--- config.mk ---
export PLATFORM = sky130hd
export DESIGN_NAME = serial_subtractor
export DESIGN_NICKNAME = d
export VERILOG_FILES = /design/src/rtl/serial_subtractor.sv
export SDC_FILE = /design/constraint.sdc
export NUM_CORES = 1
export LEC_CHECK = 0
export CORE_MARGIN = 1.5
export CORE_UTILIZATION = 56
export CTS_BUF_LIST = sky130_fd_sc_hd__clkbuf_4 sky130_fd_sc_hd__clkbuf_8
export DETAILED_ROUTE_END_ITERATION = 7
export DONT_BUFFER_PORTS = 1
export PLACE_DENSITY = 0.73
export SYNTH_ARGS = -nofsm -noshare
export SYNTH_HDL_FRONTEND = slang
export SYNTH_SLANG_ARGS = --single-unit
--- constraint.sdc ---
create_clock -name clk -period 1.74 [get_ports clk]
set_input_delay 0.522 -clock clk [delete_from_list [all_inputs] [get_ports clk]]
set_output_delay 0.522 -clock clk [all_outputs]
set_load 0.01 [all_outputs]
--- src/rtl/serial_subtractor.sv ---
// Bit-serial subtractor: diff = a - b - bin, one bit per clock, LSB first, valid/ready on both sides.
// Optional macro SERIAL_SUB_OVF_EN adds the registered signed-overflow flag output ovf.
module serial_subtractor #(
  parameter int WIDTH = 4
) (
  input  logic             clk,
  input  logic             rst_n,
  input  logic             start_valid,
  output logic             start_ready,
  input  logic [WIDTH-1:0] a,
  input  logic [WIDTH-1:0] b,
  input  logic             bin,
  output logic [WIDTH-1:0] diff,
  output logic             bout,
  output logic             done_valid,
  input  logic             done_ready,
  output logic             busy,
`ifdef SERIAL_SUB_OVF_EN
  output logic             ovf,
`endif
  output logic [1:0]       dbg_state
);

  // Handshake rule: a transfer happens on a rising edge where valid and ready are both high;
  // the producer holds its payload until then, and ready never depends combinationally on valid.

  localparam int CW = $clog2(WIDTH + 1);

  typedef enum logic [1:0] {
    IDLE = 2'd0,
    RUN  = 2'd1,
    DONE = 2'd2
  } state_t;

  state_t           state_q, state_d;
  logic [WIDTH-1:0] a_q, a_d;
  logic [WIDTH-1:0] b_q, b_d;
  logic [WIDTH-1:0] res_q, res_d;
  logic             br_q, br_d;
  logic [CW-1:0]    cnt_q, cnt_d;

  logic             bit_d;
  logic             br_next;
  logic             last_bit;
  logic [WIDTH-1:0] res_shift;

  always_comb begin
    bit_d    = a_q[0] ^ b_q[0] ^ br_q;
    br_next  = (~a_q[0] & b_q[0]) | (~(a_q[0] ^ b_q[0]) & br_q);
    last_bit = (cnt_q == CW'(WIDTH - 1));
  end

  // The new bit enters at the MSB so that after WIDTH shifts bit 0 sits at the LSB.
  if (WIDTH == 1) begin : g_shift_w1
    assign res_shift = bit_d;
  end else begin : g_shift_wn
    assign res_shift = {bit_d, res_q[WIDTH-1:1]};
  end

  always_ff @(posedge clk or negedge rst_n) begin
    if (!rst_n) begin
      state_q <= IDLE;
      a_q     <= '0;
      b_q     <= '0;
      res_q   <= '0;
      br_q    <= 1'b0;
      cnt_q   <= '0;
    end else begin
      state_q <= state_d;
      a_q     <= a_d;
      b_q     <= b_d;
      res_q   <= res_d;
      br_q    <= br_d;
      cnt_q   <= cnt_d;
    end
  end

  always_comb begin
    state_d = state_q;
    a_d     = a_q;
    b_d     = b_q;
    res_d   = res_q;
    br_d    = br_q;
    cnt_d   = cnt_q;
    unique case (state_q)
      IDLE: begin
        if (start_valid) begin
          a_d     = a;
          b_d     = b;
          br_d    = bin;
          res_d   = '0;
          cnt_d   = '0;
          state_d = RUN;
        end
      end
      RUN: begin
        a_d   = a_q >> 1;
        b_d   = b_q >> 1;
        br_d  = br_next;
        res_d = res_shift;
        cnt_d = cnt_q + CW'(1);
        if (last_bit) begin
          state_d = DONE;
        end
      end
      DONE: begin
        if (done_ready) begin
          state_d = IDLE;
        end
      end
      default: state_d = IDLE;
    endcase
  end

  assign start_ready = (state_q == IDLE);
  assign busy        = (state_q != IDLE);
  assign done_valid  = (state_q == DONE);
  assign diff        = res_q;
  assign bout        = br_q;
  assign dbg_state   = state_q;

`ifdef SERIAL_SUB_OVF_EN
  logic a_msb_q;
  logic beff_msb_q;
  logic ovf_q;
  logic b_eff_msb;

  // MSB of (b + bin) mod 2^WIDTH: bin carries into the MSB only when all lower bits of b are set.
  if (WIDTH == 1) begin : g_beff_w1
    assign b_eff_msb = b[0] ^ bin;
  end else begin : g_beff_wn
    assign b_eff_msb = b[WIDTH-1] ^ (bin & (&b[WIDTH-2:0]));
  end

  always_ff @(posedge clk or negedge rst_n) begin
    if (!rst_n) begin
      a_msb_q    <= 1'b0;
      beff_msb_q <= 1'b0;
      ovf_q      <= 1'b0;
    end else if (state_q == IDLE && start_valid) begin
      a_msb_q    <= a[WIDTH-1];
      beff_msb_q <= b_eff_msb;
      ovf_q      <= 1'b0;
    end else if (state_q == RUN && last_bit) begin
      ovf_q <= (a_msb_q != beff_msb_q) && (bit_d != a_msb_q);
    end
  end

  assign ovf = ovf_q;
`endif

endmodule

# [Word level (Yosys, flattened, before mapping)]
# Cells that the tools add are included.
[word_totals] rom_bits=0 register_bits=18 latch_bits=0 mem_bits_rw=0 n_memories=0
[classes] n_reduce_logical=5 addsub=1 shifts=0 magnitude_cmp=0 n_bitwise=7 multipliers=0 n_mux=14 eq_ne=6 div=0
[op_table] op="one-hot mux 4 bit (2 select lines)" count=3
[op_table] op="two-way mux 4 bit" count=3
[op_table] op="two-way mux 2 bit" count=3
[op_table] op="one-hot mux 2 bit (3 select lines)" count=1
[op_table] op="one-hot mux 3 bit (2 select lines)" count=1
[op_table] op="!= test 2 bit, second input constant" count=2
[op_table] op="nonzero test 2 bit" count=2
[op_table] op="adder 3 x 1 -> 3 bit, second input constant" count=1
[op_table] op="equality test 3 x 2 -> 1 bit, second input constant" count=1
[op_table] op="two-way mux 3 bit" count=1
[op_table] op="AND reduction 3 bit" count=1
[op_table] op="bitwise AND 1 bit" count=2
[op_table] op="equality test 2 x 1 -> 1 bit, second input constant" count=1
[op_table] op="equality test 2 bit, second input constant" count=1
[op_table] op="zero test 2 bit" count=1
[op_table] op="!= test 2 x 1 -> 1 bit, second input constant" count=1
[op_table] op="NOT 1 bit" count=2
[op_table] op="one-hot mux 1 bit (2 select lines)" count=1
[op_table] op="AND reduction 2 bit" count=1
[op_table] op="bitwise XOR 1 bit" count=2
[op_table] op="two-way mux 1 bit" count=1
[op_table] op="OR 1 bit" count=1

# [Logic depth before layout (Yosys ltp)]
# Gate-level depths: netlist of the first run.
[logic_depth] ltp_word=5 depth_mapped=4 mapped_depth_nobuf=4

# [Least setup slack after synthesis of the first run]
# No wires, ideal clock.
[synth_timing] path_type="register -> output" start="reg state_q[0] (netlist: dbg_state[0])" end="out busy" path_stages_with_launch=4 path_slack_ps=227 arrival_ps=991 path_buffers=1 cell_sequence="dfrtp_1 -> buf_6 -> nor2_1 -> inv_1"
[synth_between] elab_chain_cells=1
[synth_lines] item="from (decl)" line_no="35" text="state_t state_q, state_d;"
[synth_lines] item="from (signal assigned)" line_no="69" text="state_q <= state_d;"
[synth_lines] item="nonzero test 2 bit" line_no="116" text="assign busy = (state_q != IDLE);"
[synth_lines] item="to (decl)" line_no="17" text="output logic busy,"
# No other way between the ends.

# [Worst setup path after layout of the first run]
[layout_timing] start="reg state_q[0] (netlist: dbg_state[0])" end="out done_valid"
[layout_between] elab_chain_cells=1
[layout_lines] item="equality test 2 bit" line_no="117" text="assign done_valid = (state_q == DONE);"
[layout_lines] item="to (decl)" line_no="15" text="output logic done_valid,"
# No other way between the ends.

==> run metrics, run 1 <==
Worst slew margin=0.479; drt total wl=approximately 1600 um; HP Class=input port to register; RSZ-0062 raised after global routing=no; vias in the first global route=610; DRT Pass-1 Iters=4; I/O Pins=23; max cap viols=0; area post-placement=897 um^2; final slew viol count=0; commonest cells in the netlist=18 x dfrtp_1, 10 x o22ai_1, 6 x inv_1; Yosys top cell by area=dfrtp_1; most common cell in the netlist=dfrtp_1; Slew @ Worst Pin=778 ps; crit path capture type=output pin; largest cells by area after synthesis=dfrtp_1 51%, o22ai_1 7.1%, a22o_2 5.7%, a21oi_1 2.8%, ha_1 2.8%; yosys warns=0; Top FF cell, synth=dfrtp_1; sequential area share after synthesis=0.513; syn_area_per_cell=11.3 um^2; CP arrival=between 1000 and 1500 ps; first-pass GRT wire length=~2800 um; Final Critical Period=1660 ps; Detailed Place HPWL=approximately 1200 um; design area=943 um^2; gpl congestion=about 0.76; hold_sp=done_ready; maximum clock path buffer count=2; total number of vias=622; # placed instances=94; root buf cell=clkbuf_4; net count after synthesis=between 90 and 100; clock net sink count=18; clk slew on worst S/H paths=around 100 ps; Yosys reg bits=18; P&R area growth vs syn=7.41%; worst setup path category=register to output pin; Core ar.=roughly 1500 um^2; RR Startpoint=bout$_DFFE_PN0P_; PD cells=1990 nW/um^2; final net count=100; routed len/inst=16.4 um; Yosys cell types=25; die area=1820 um^2; CTS tree=yes; GRT Util Overall=0.214; Reg area=~450 um^2; hold path cells=1; # rows=14; antenna cells=0; Hold Fails Final Rpt=0; period utilization=0.953; area taken by multi-input logic gates=374 um^2; count of input and output buffers=0; Die W=42.6 um; chip height=42.6 um; post_cts resized=0; GRT Residual Overflow=0; sum of negative setup slack=0 ps; Setup Buffers After CTS=0; Non-Filler Instances=99; Synth async-reset ratio=1.00; Max H-tree Level=1; worst skew pair latency=290 ps; Hold WS=317 ps; Mapped Area=878 um^2; Setup crit start=dbg_state[0]$_DFFE_PN0P_; CP Max Fanout=11; vias per cell=6.28; f_max=0.603 GHz; cell count after synthesis=78; Lkg Pwr=between 0.4 and 0.5 nW; initial core utilization=0.590; largest net degree at the start of global routing=19; worst path required time=approximately 1200 ps; Routed Antenna Nets=0; layout cells sized above 1=0.229; CP Launch Type=register; status=finished clean; fill count=116; Worst VDD drop=0.999 mV; initial drt markers=11; post-synth top area share=0.513; cts bufs inserted=3; clk_skew=1.33 ps; Setup violations, final=0; reg2reg path depth=3; Post-synth EDFFs=0; DRC viols=0; initial antenna violation count=0
-- sequential cells by signal (all words and copies together), names as in the netlist --
signal	flops
a_q	4
cnt_q	3
b_q	4
dbg_state	2
bout	1
diff	4
-- cell families (layout without fill, tap and decap cells) --
logic type	count (synthesis)	in the layout	share of synthesized area
AOI/OAI and AO/OA	31	31	0.256
adders and majority gates	3	3	0.0513
buffers and inverters	10	15	0.0612
DFF	18	18	0.513
and+or+nand+nor	16	16	0.118
-- what timing repair did --
action                                  4_1_cts  5_1_grt
endpoints found under the setup margin        0        0
endpoints found under the hold margin        18        0
hold buffers                                  1        0
-- routing by layer --
layer,global-route usage,vias up,part of all wire,wire [um]
li1,-,294,-,-
met1,0.294,300,0.45,732
met5,0,-,0,0
met4,0.0938,0,0.018,29
met2,0.314,23,0.48,774
met3,0.0647,5,0.056,91
-- power breakdown --
| group | switching, W | total, W | internal (W) |
|---|---|---|---|
| registers | 0.000164 | 0.000774 | 0.000610 |
| logic | 0.000442 | 0.000849 | 0.000407 |
| clock network | 0.000124 | 0.000251 | 0.000127 |
-- final timing paths --
kind | endpoint | slack (ps)
setup reg to reg | diff[3]$_DFFE_PN0P_ | 380
min in group asynchronous | diff[1]$_DFFE_PN0P_ | 750
hold reg to reg | cnt_q[0]$_DFFE_PN0P_ | 510
setup / recovery | done_valid | 80
hold / removal | dbg_state[1]$_DFFE_PN0P_ | 320
max in group asynchronous | dbg_state[1]$_DFFE_PN0P_ | 510
-- through the flow --
stage,power [W],utilization,setup slack [ps]
after floorplan,0.00144,-,227
after global placement,0.00160,0.603,416
after detailed placement,0.00163,0.603,377
after CTS,0.00189,0.634,73.9
after global routing,0.00203,0.634,19.6
final,0.00187,0.634,82.5
-- layout by cell type (no fill, tap or decap), types with 2 or more instances in the layout --
master / instances
o21ai_0: 5
nor2_1: 2
a22o_2: 5
ha_1: 2
o22ai_1: 10
dfrtp_1: 18
nand2b_1: 3
nand2_1: 4
nor2_4: 2
clkbuf_4: 3
nor2b_1: 2
inv_1: 6
a21oi_1: 5
buf_4: 4
-- cell type report --
| cell class | count | area share |
|---|---|---|
| timing repair buffer | 5 | 0.0424 |
| inverter | 6 | 0.0239 |
| tap | 16 | 0.0212 |
| multi-input combinational | 50 | 0.397 |
| sequential | 18 | 0.477 |
| clock buffer | 4 | 0.0385 |
-- critical path, cell delays in order (launching register included) --
cell and delay, ps:
dfrtp_1 430, buf_4 210, nor2_1 210
Note: power is estimated with default switching activity, not from simulation.
==> inputs of run 2 (changes only) <==
--- a/config.mk
+++ b/config.mk
@@ -5,12 +5,14 @@
 export SDC_FILE = /design/constraint.sdc
 export NUM_CORES = 1
 export LEC_CHECK = 0
+export ABC_AREA = 1
 export CORE_MARGIN = 1.5
-export CORE_UTILIZATION = 56
+export CORE_UTILIZATION = 50
 export CTS_BUF_LIST = sky130_fd_sc_hd__clkbuf_4 sky130_fd_sc_hd__clkbuf_8
 export DETAILED_ROUTE_END_ITERATION = 7
 export DONT_BUFFER_PORTS = 1
-export PLACE_DENSITY = 0.73
+export PLACE_DENSITY = 0.67
+export SETUP_SLACK_MARGIN = 0.05
 export SYNTH_ARGS = -nofsm -noshare
 export SYNTH_HDL_FRONTEND = slang
 export SYNTH_SLANG_ARGS = --single-unit
==> run metrics, run 2 <==
worst path required time=1220 ps (about the same); first-pass GRT wire length=2810 um (unchanged); chip height=46.9 um (+10%); Worst slew margin=0.450 (-0.0295); CTS tree=yes; net count after synthesis=126 (+34%); Routed Antenna Nets=0 (unchanged); worst skew pair latency=300 ps (about the same); total number of vias=686 (+10%); f_max=0.617 GHz (+2.3%); GRT Util Overall=0.188 (-0.0260); Mapped Area=962 um^2 (+9.5%); yosys warns=0 (unchanged); vias per cell=4.80 (-24%); Max H-tree Level=1 (unchanged); Final Critical Period=1620 ps (-37.2 ps); routed len/inst=11.5 um (-30%); worst setup path category=register to output pin; CP Launch Type=register; final setup margin=120 ps (+37.2 ps); Yosys cell types=20 (-20%); Slew @ Worst Pin=822 ps (+44.1 ps); Detailed Place HPWL=1220 um (+0.76%); Worst VDD drop=1.02 mV (+2.2%); DRT Pass-1 Iters=4 (unchanged); I/O Pins=23 (unchanged); syn_area_per_cell=8.75 um^2 (-22%); Synth async-reset ratio=1.00 (unchanged); Top FF cell, synth=dfrtp_1; Yosys reg bits=18 (unchanged); Core ar.=1760 um^2 (+18%); largest cells by area after synthesis=dfrtp_1 47%, nand2_1 16%, nand3_2 8.3%, inv_1 7.4%, o21ai_2 2.7%; commonest non-fill, non-tap cell in the layout=nand2_1; clock net sink count=18 (unchanged); final net count=135 (+35%); antenna cells=0 (unchanged); CP peak stage delay=460 ps (+30 ps); CP Max Fanout=7 (-4); Hold WS=310 ps (-6.93 ps); Die W=46.9 um (+10%); cts bufs inserted=3 (unchanged); CP arrival=1100 ps (-40 ps); Critical-path top delay cell=dfrtp_2; cell count after synthesis=110 (+41%); drt total wl=1640 um (+0.80%); clk slew on worst S/H paths=100 ps (about the same); HP Class=input port to register; status=finished clean; Post-synth EDFFs=0 (unchanged); commonest non-fill, non-tap cells in the layout=40 x nand2_1, 19 x inv_1, 16 x dfrtp_1; commonest cells in the netlist=40 x nand2_1, 19 x inv_1, 18 x dfrtp_1; sum of negative setup slack=0 ps (unchanged); initial drt markers=6 (-5); # rows=15 (+1); gpl congestion=0.777 (+2.0%); vias in the first global route=634 (+3.9%); dpl ws=342 ps (-35.4 ps); Yosys top cell by area=dfrtp_1; GRT Residual Overflow=0 (unchanged); max cap viols=0 (unchanged); CP Cell Sequence=nor2_2, buf_4; largest net degree at the start of global routing=19 (unchanged); final slew viol count=0 (unchanged); crit path capture type=output pin; initial core utilization=0.545 (-0.0445); period utilization=0.931 (-0.0214); post-synth top area share=0.468 (-0.0447); Setup violations, final=0 (unchanged); maximum clock path buffer count=2 (unchanged); die area=2200 um^2 (+21%); Lkg Pwr=0.577 nW (+37%); Hold Fails Final Rpt=0 (unchanged); count of input and output buffers=0 (unchanged); P&R area growth vs syn=10.1%; RSZ-0062 raised after global routing=no; PD cells=1950 nW/um^2 (-1.7%); clk_skew=2.20 ps (+0.867 ps); most common cell in the netlist=nand2_1; DRC viols=0 (unchanged); initial antenna violation count=0 (unchanged); root buf cell=clkbuf_4; sequential area share after synthesis=0.468 (-0.0447); layout cells sized above 1=0.271 (+0.0423); fill count=171 (+47%)
[run 2: logic make-up (layout without fill, tap and decap cells)]
| logic type | count (synthesis) | count (layout) | share of synthesized area |
|---|---|---|---|
| buf+inv | 23 | 31 | 0.112 |
| compound gates | 9 | 9 | 0.0728 |
| flops | 18 | 18 | 0.468 |
| fa+ha+maj | 3 | 3 | 0.0468 |
| simple gates | 57 | 57 | 0.300 |
[run 2: area by class of cell]
cell class	count	area, um^2	area share
Sequential cell	18	453	0.427
Multi-Input combinational cell	69	409	0.386
Inverter	20	75.1	0.0708
Timing Repair Buffer	7	55.1	0.0519
Clock buffer	4	36.3	0.0342
Tap cell	25	31.3	0.0295
[run 2: path summary, 6_finish.rpt]
kind,depth (start not counted),endpoint,slack (ps),start
min in group asynchronous,1,diff[0]$_DFFE_PN0P_,760,rst_n
min,1,dbg_state[1]$_DFFE_PN0P_,310,done_ready
min reg2reg,2,cnt_q[1]$_DFFE_PN0P_,490,cnt_q[1]$_DFFE_PN0P_
max,2,start_ready,120,dbg_state[0]$_DFFE_PN0P_
max reg2reg,5,b_q[2]$_DFFE_PN0P_,460,dbg_state[0]$_DFFE_PN0P_
max in group asynchronous,1,dbg_state[0]$_DFFE_PN0P_,420,rst_n
[run 2: per-layer routing]
layer  up-vias  global-route usage  share of wire
met5         -                   0              0
met4         0               0.100          0.024
met3         5              0.0615          0.054
met2        17               0.277           0.46
met1       314               0.246           0.46
li1        350                   -              -
[run 2: through the flow]
stage	power, W	instance area, um^2	instances	util
final	0.00207	1060	143	0.601
after global routing	0.00230	1060	143	0.601
after CTS	0.00207	1040	141	0.591
after detailed placement	0.00178	991	136	0.562
after global placement	0.00176	991	136	0.562
after floorplan	0.00160	962	110	-
[run 2: where the power goes]
group	switching (W)	internal, W	total (W)
sequential	0.000177	0.000618	0.000794
combinational	0.000608	0.000409	0.00102
clock	0.000130	0.000128	0.000258
[run 2: worst max-delay path: cells and delay by family (launching register included)]
kind,cells,cell delay [ps]
buffers and inverters,1,150
flip-flops,1,460
AND/OR/NAND/NOR,1,190
[run 2: repair_timing]
item | CTS | global route
buffers inserted | 0 | 2
resized for setup | 2 | 2
cloned | 0 | 0
setup endpoints to repair | 2 | 2
hold endpoints to repair | 18 | 0
hold buffers | 1 | 0
==> inputs of run 3 (changes only) <==
--- a/config.mk
+++ b/config.mk
@@ -7,11 +7,12 @@
 export LEC_CHECK = 0
 export ABC_AREA = 1
 export CORE_MARGIN = 1.5
-export CORE_UTILIZATION = 50
+export CORE_UTILIZATION = 40
 export CTS_BUF_LIST = sky130_fd_sc_hd__clkbuf_4 sky130_fd_sc_hd__clkbuf_8
+export CTS_CLUSTER_SIZE = 16
 export DETAILED_ROUTE_END_ITERATION = 7
 export DONT_BUFFER_PORTS = 1
-export PLACE_DENSITY = 0.67
+export PLACE_DENSITY = 0.56
 export SETUP_SLACK_MARGIN = 0.05
 export SYNTH_ARGS = -nofsm -noshare
 export SYNTH_HDL_FRONTEND = slang
==> run metrics, run 3 (synthesis gave the netlist of run 2 again) <==
status=finished clean; CP top delay family=flip-flops; Die W=52.0 um (+11%); metal2 WL=796 um (+5.0%); HP Class=input port to register; chip height=52.0 um (+11%); design area=1040 um^2 (-1.4%); # rows=17 (+2); P&R area growth vs syn=8.58%; CP Cell Sequence=buf_4, nor2_4; max cap viols=0 (unchanged); vias in the first global route=669 (+5.5%); final net count=132 (-2.2%); area post-placement=987 um^2 (-0.38%); largest net degree at the start of global routing=19 (unchanged); layout cells sized above 1=0.243 (-0.0277); worst setup path category=register to output pin; R2R Path End=bout$_DFFE_PN0P_; Final Critical Period=1620 ps (-1.42 ps); initial core utilization=0.431 (-0.115); Worst path depth=2 (unchanged); drt total wl=1720 um (+4.7%); crit path capture type=output pin; Slew @ Worst Pin=816 ps (-6.57 ps); period utilization=0.930 (about the same); Critical-path top delay cell=dfrtp_2; worst path buffer plus inverter count=1 (unchanged); GRT Residual Overflow=0 (unchanged); Routed Antenna Nets=0 (unchanged); reg2reg path depth=5 (unchanged); CP arrival=1100 ps (about the same); root buf cell=clkbuf_4; commonest non-fill, non-tap cells in the layout=40 x nand2_1, 19 x inv_1, 17 x dfrtp_1; CP peak stage delay=460 ps (about the same); clock net sink count=18 (unchanged); Setup violations, final=0 (unchanged); Met1 Routed Length=823 um (+9.6%); Max H-tree Level=1 (unchanged); die area=2710 um^2 (+23%); routed len/inst=12.0 um (+4.7%); CP Max Fanout=12 (+5); final design utilization=0.468 (-0.133); DRT Pass-1 Iters=2 (-2); CP Launch Type=register; final slew viol count=0 (unchanged); initial antenna violation count=0 (unchanged); count of input and output buffers=0 (unchanged); total number of vias=660 (-3.8%); initial drt markers=14 (+8); CP Capture Point=done_valid; GRT Util Overall=0.161 (-0.0271); first-pass GRT wire length=3040 um (+8.3%); CTS tree=yes; Worst slew margin=0.454 (+0.00440); commonest non-fill, non-tap cell in the layout=nand2_1; reg2reg setup slack=390 ps (-70 ps); clk slew on worst S/H paths=100 ps (about the same); maximum clock path buffer count=2 (unchanged); gpl congestion=0.690 (-11%); worst path required time=1220 ps (about the same); f_max=0.618 GHz (about the same); hold_sp=done_ready; DRC viols=0 (unchanged); Worst VDD drop=0.854 mV (-16%); RSZ-0062 raised after global routing=no; I/O Pins=23 (unchanged); Setup Buffers After CTS=0 (unchanged); vias per cell=4.62 (-3.8%); uppermost routed layer=met4; Core ar.=2230 um^2 (+27%); cts bufs inserted=3 (unchanged); sum of negative setup slack=0 ps (unchanged); RR Startpoint=dbg_state[0]$_DFFE_PN0P_; Detailed Place HPWL=1190 um (-2.2%); Setup crit start=dbg_state[0]$_DFFE_PN0P_; DR WL met3=81 um (-9.0%); antenna cells=0 (unchanged); worst skew pair latency=290 ps (about the same); total power draw=0.00203 W (-2.1%); clk_skew=8.04 ps (+5.84 ps); Hold Fails Final Rpt=0 (unchanged); PD cells=1940 nW/um^2 (-0.68%); Lkg Pwr=0.565 nW (-2.0%)
[run 3: cell types whose count changed in the layout (fill, tap and decap cells not counted), sizes merged]
| cell | before | now |
|---|---|---|
| buf | 6 | 3 |
[run 3: worst min path at each step]
stage | end | slack [ps] | cells after the start
6_report | dbg_state[1]$_DFFE_PN0P_ | 310 | 1
5_1_grt | dbg_state[1]$_DFFE_PN0P_ | 300 | 1
4_1_cts | dbg_state[1]$_DFFE_PN0P_ | 300 | 1
3_5_place_dp | cnt_q[1]$_DFFE_PN0P_ | 230 | 0
3_3_place_gp | cnt_q[0]$_DFFE_PN0P_ | 230 | 0
2_1_floorplan | a_q[0]$_DFFE_PN0P_ | 230 | 0
[run 3: metal layers]
layer / vias up / global-route usage
met5: - / 0
met4: 0 / 0.0526
met3: 2 / 0.0632
met2: 15 / 0.264
met1: 301 / 0.192
li1: 342 / -
[run 3: power by group]
group	internal [W]	switching, W
Combinational	0.000369	0.000615
Sequential	0.000616	0.000172
Clock	0.000128	0.000127
Total	0.00111	0.000914
[run 3: final cells by class]
| class | count | area (um^2) |
|---|---|---|
| Multi-Input combinational cell | 69 | 414 |
| Inverter | 20 | 75.1 |
| Clock buffer | 4 | 36.3 |
| Fill cell | 235 | 1190 |
| Tap cell | 28 | 35.0 |
| Timing Repair Buffer | 4 | 32.5 |
| Sequential cell | 18 | 452 |
[run 3: timing repair]
action,4_1_cts,5_1_grt
cloned,0,0
hold endpoints to repair,18,0
hold buffers,1,0
gates resized for setup,1,3
setup endpoints to repair,1,3
[run 3: stage by stage]
stage          hold WS (ps)  worst slack, ps  std cells
3_3_place_gp            227              359        138
3_5_place_dp            227              356        138
5_1_grt                 298             64.0        143
2_1_floorplan           226              324        110
6_report                313              121        143
4_1_cts                 300             60.2        143
